File: config.mk
export PLATFORM = sky130hd
export DESIGN_NAME = whack_input_judge
export DESIGN_NICKNAME = d
export VERILOG_FILES = /design/src/rtl/whack_pkg.sv /design/src/rtl/input_debouncer.sv /design/src/rtl/whack_input_judge.sv
export SDC_FILE = /design/constraint.sdc
export NUM_CORES = 1
export LEC_CHECK = 0
export ABC_AREA = 1
export BUFFER_PORTS_ARGS = -buffer_cell sky130_fd_sc_hd__buf_2
export CAP_MARGIN = 30
export CELL_PAD_IN_SITES_DETAIL_PLACEMENT = 1
export CELL_PAD_IN_SITES_GLOBAL_PLACEMENT = 1
export CORE_MARGIN = 5
export CORE_UTILIZATION = 49
export DETAILED_ROUTE_END_ITERATION = 8
export PLACE_DENSITY = 0.86
export SLEW_MARGIN = 10
export SYNTH_ARGS = -nofsm -noshare
export SYNTH_HDL_FRONTEND = slang
export SYNTH_SLANG_ARGS = --single-unit
File: constraint.sdc
create_clock -name clk -period 3.07 [get_ports clk]
set_clock_uncertainty 0.1 [all_clocks]
set_input_delay 0.4605 -clock clk [delete_from_list [all_inputs] [get_ports clk]]
set_output_delay 0.4605 -clock clk [all_outputs]
set_load 0.05 [all_outputs]
File: src/rtl/whack_pkg.sv
// Shared types and constants for the whack-a-mole player input judge.
package whack_pkg;

  localparam int N_HOLES           = 5;
  localparam int DB_CYCLES_DEFAULT = 1000000;
  localparam int CNT_W_DEFAULT     = 20;

  typedef enum logic [1:0] {
    IDLE,
    ARMED,
    SCORED,
    MISSED
  } judge_state_t;

endpackage

File: src/rtl/input_debouncer.sv
// One switch channel: two-flop synchroniser, debounce counter, stable level
// and a registered rising-edge strobe delayed one cycle after stable rises.
module input_debouncer
  import whack_pkg::*;
#(
  parameter int DB_CYCLES = DB_CYCLES_DEFAULT,
  parameter int CNT_W     = CNT_W_DEFAULT
) (
  input  logic clk,
  input  logic reset,
  input  logic raw,
  output logic stable,
  output logic rise
);

  localparam logic [CNT_W-1:0] CNT_LAST = CNT_W'(DB_CYCLES);

  logic             meta_reg;
  logic             sync_reg;
  logic             stable_d_reg;
  logic [CNT_W-1:0] count_reg;

  // The counter is allowed to reach DB_CYCLES itself, so a change is accepted
  // two synchroniser cycles plus DB_CYCLES cycles after the raw edge.
  always_ff @(posedge clk) begin
    if (reset) begin
      meta_reg     <= 1'b0;
      sync_reg     <= 1'b0;
      stable       <= 1'b0;
      stable_d_reg <= 1'b0;
      rise         <= 1'b0;
      count_reg    <= '0;
    end else begin
      meta_reg     <= raw;
      sync_reg     <= meta_reg;
      stable_d_reg <= stable;
      rise         <= stable & ~stable_d_reg;
      if (sync_reg == stable) begin
        count_reg <= '0;
      end else if (count_reg == CNT_LAST) begin
        stable    <= sync_reg;
        count_reg <= '0;
      end else begin
        count_reg <= count_reg + CNT_W'(1);
      end
    end
  end

endmodule

File: src/rtl/whack_input_judge.sv
// Debounces the player switches and judges each press against the lit mole,
// producing at most one hit or miss strobe per mole.
module whack_input_judge
  import whack_pkg::*;
#(
  parameter int DB_CYCLES = DB_CYCLES_DEFAULT,
  parameter int CNT_W     = CNT_W_DEFAULT
) (
  input  logic               clk,
  input  logic               reset,
  input  logic               enable,
  input  logic [N_HOLES-1:0] mole_in,
  input  logic               new_mole,
  input  logic [N_HOLES-1:0] switch_in,
  output logic               hit,
  output logic               miss,
  output logic               armed,
  output logic [N_HOLES-1:0] db_state
);

  logic [N_HOLES-1:0] rise;
  logic [N_HOLES-1:0] wrong_rise;
  logic [N_HOLES-1:0] right_rise;
  judge_state_t       state_reg;

  generate
    for (genvar gi = 0; gi < N_HOLES; gi++) begin : g_db
      input_debouncer #(
        .DB_CYCLES(DB_CYCLES),
        .CNT_W    (CNT_W)
      ) u_db (
        .clk   (clk),
        .reset (reset),
        .raw   (switch_in[gi]),
        .stable(db_state[gi]),
        .rise  (rise[gi])
      );
    end
  endgenerate

  assign wrong_rise = rise & ~mole_in;
  assign right_rise = rise & mole_in;
  assign armed      = (state_reg == ARMED);

  // A wrong rise beats a correct one in the same cycle so mashing every
  // switch at once can never score.
  always_ff @(posedge clk) begin
    if (reset) begin
      state_reg <= IDLE;
      hit       <= 1'b0;
      miss      <= 1'b0;
    end else begin
      hit  <= 1'b0;
      miss <= 1'b0;
      if (!enable) begin
        state_reg <= IDLE;
      end else if (new_mole) begin
        state_reg <= (mole_in != '0) ? ARMED : IDLE;
      end else if (state_reg == ARMED) begin
        if (wrong_rise != '0) begin
          miss      <= 1'b1;
          state_reg <= MISSED;
        end else if (right_rise != '0) begin
          hit       <= 1'b1;
          state_reg <= SCORED;
        end
      end
    end
  end

endmodule

==> out/metrics.cfg <==
[logic_synthesis]
synth_top_family_by_area = simple AND/OR/NAND/NOR gates
synth_edf_count = 0
synth_cell_types = 32
synthSimpleGateAreaFrac = 0.387
ys_seq_area_frac = 0.406
synthMuxAreaShare = 0
synthAdderAreaFrac = 0.0197
avgSynthCellArea_um2 = 6.92
async_flop_share = 0
synth_nets = 944
synthFlopType = dfxtp_1
synth_compound_area_frac = 0.0429
postSynthCellCount = 920
synth-seq-cells = 129
yosysWarningCount = 0
synth_xor_area_frac = 0.0661
synthesis.area_mm2 = 0.00636

[place]
dpl.cell_count = 1096
place_congestion = 0.879
dp_slack_ns = 0.890
port_buffers = 21
place_area_mm2 = 0.00657
hpwl_um = 12200

[timing]
rsz0062_at_grt = no
slew_viol_final = 0
fin_setup_tns_ns = 0
slew_headroom = 0.450
max_slew.worst_pin.slew_ns = 0.823
setup_viol = 0
fmax_ghz = 0.465
hold_viol_final = 0
worst_slack_ns = 0.918
fin_crit_ns = 2.15
fin_crit_sh = 0.701

[cts]
postCtsHoldBufs = 0
post_cts_buffers = 0
root_buffer = clkbuf_16
clock_sinks = 129
cts_made_buffers = 17
cts.clk_slew.worst_paths_ns = 0.06
clk_latency_ns = 0.41
htreeDepth = 4
tritoncts = yes
cts_buffer_depth = 2
ctsResizeCount = 0

[drt]
vias = 5786
antenna_left = 0
dr.pass1.iters = 4
drtIter0Drc = 255
routed_wl_um = 16300
drc = 0
wire_per_inst_um = 14.4
avgViaCountPerCell = 5.13

[final_layout]
layout-drive-gt1-share = 0.0962
stdcell_area_mm2 = 0.00712
nets = 967
largest_register_ffs = 100
regArea_mm2 = 0.00258
antenna_cells = 0
fillerInstances = 1673
finalNonFillerCells = 1128
multi_input_comb_area_mm2 = 0.00328
area_growth_pct = 11.8

[min_path]
hold_path_class = in -> reg

[critical_path]
cp-end-kind = flip-flop
critical_path_required_ns = 3.24
worst-setup-path-type = reg -> reg
startpoint_type = flip-flop
arrival_ns = 2.33
cp_max_fo = 20

[floorplan]
row_count = 41
core-area_mm2 = 0.0127
io-pin-count = 22
die_area_mm2 = 0.0154
die_y_um = 124
die_w_um = 124
start_util = 0.502

[global_routing]
gr-usage-all-layers = 0.226
first_global_vias = 6000
overflow = 0
antenna_found_initial = 0
grt_max_degree = 24
grt_pass1_wl_um = 27700

[power_and_ir_drop]
p_leak_nw = 2.22
peakVddDrop_v = 0.000390
p_per_area_mw_per_mm2 = 507

[run_status]
status = finished, final reports clean

[run]
maxCapViolations = 0

## worst paths after layout
check	start	to	slack, ns	depth (start not counted)
worst max register to register	g_db[2].u_db.count_reg[0]$_SDFF_PP0_	g_db[2].u_db.count_reg[16]$_SDFF_PP0_	0.92	7
worst min-delay path	switch_in[0]	g_db[0].u_db.meta_reg$_SDFF_PP0_	0.17	3
worst max-delay path	g_db[2].u_db.count_reg[0]$_SDFF_PP0_	g_db[2].u_db.count_reg[16]$_SDFF_PP0_	0.92	7
worst min register to register	g_db[0].u_db.stable_d_reg$_SDFF_PP0_	g_db[0].u_db.rise$_SDFF_PP0_	0.29	1
## synthesized netlist by cell type (7+ instances only)
cell type	n	area [µm²]
a21oi_1	40	200
buf_4	10	75.1
dfxtp_1	129	2580
ha_1	10	125
inv_1	98	368
nand2_1	214	803
nand2_2	7	43.8
nand3_1	45	225
nand3b_1	10	75.1
nand4_1	22	138
nor2_1	212	796
nor2_2	8	50.1
nor2_4	8	90.1
nor3_1	11	55.1
o21ai_0	10	50.1
xnor2_1	16	140
xor2_1	32	280
## metal layers
layer,wire (µm),GRT usage
met5,0,0
met4,236,0.0691
met3,578,0.0545
met2,8170,0.406
met1,7270,0.265
## worst max-delay path, cell delays in order, from the launching register on
cell	delay (ns)
dfxtp_1	0.35
inv_1	0.17
ha_1	0.18
nand3_1	0.09
nor3_1	0.29
nand3_1	0.14
nand2_1	0.57
nor2_1	0.12
## report_power, final
group	internal [mW]	switching, mW	leakage (nW)	total (mW)
sequential	1.68	0.00657	1.04	1.69
combinational	0.0158	0.0386	0.928	0.0544
clock	1.11	0.757	0.256	1.87
## metrics by stage
stage                util  power [mW]  hold WS (ns)
floorplan               -        1.76         0.273
global placement    0.519        1.78         0.278
detailed placement  0.519        1.78         0.285
CTS                 0.562        3.65         0.162
global route        0.562        3.75         0.151
finish              0.562        3.61         0.174
## cell usage in the layout, fill, tap and decap left out, drive strengths merged
cell      count
clkinv        5
or2           8
nand4        22
inv         105
ha           10
a21oi        41
clkinvlp      5
nand3b       10
nand2       222
nand3        51
and2          3
xor2         32
buf          21
clkbuf       19
nor3         15
a31oi         1
xnor2        16
o31ai         1
nor2        228
bufinv        1
dfxtp       129
and3          1
o21ai        10
## cell families after synthesis
kind of cell	count (synthesis)
buffers and inverters	120
adder cells (fa/ha/maj)	10
XOR/XNOR	48
flip-flops	129
AND/OR/NAND/NOR	560
AO/OA/AOI/OAI	53
## layout make-up
| class | instances | share of cell area |
|---|---|---|
| clock inverter | 13 | 0.0160 |
| timing repair buffer | 21 | 0.0148 |
| clock buffer | 19 | 0.0608 |
| multi-input combinational | 671 | 0.461 |
| tap | 172 | 0.0302 |
| sequential | 129 | 0.363 |
| inverter | 103 | 0.0543 |
Power figures use the tool's default switching activity.
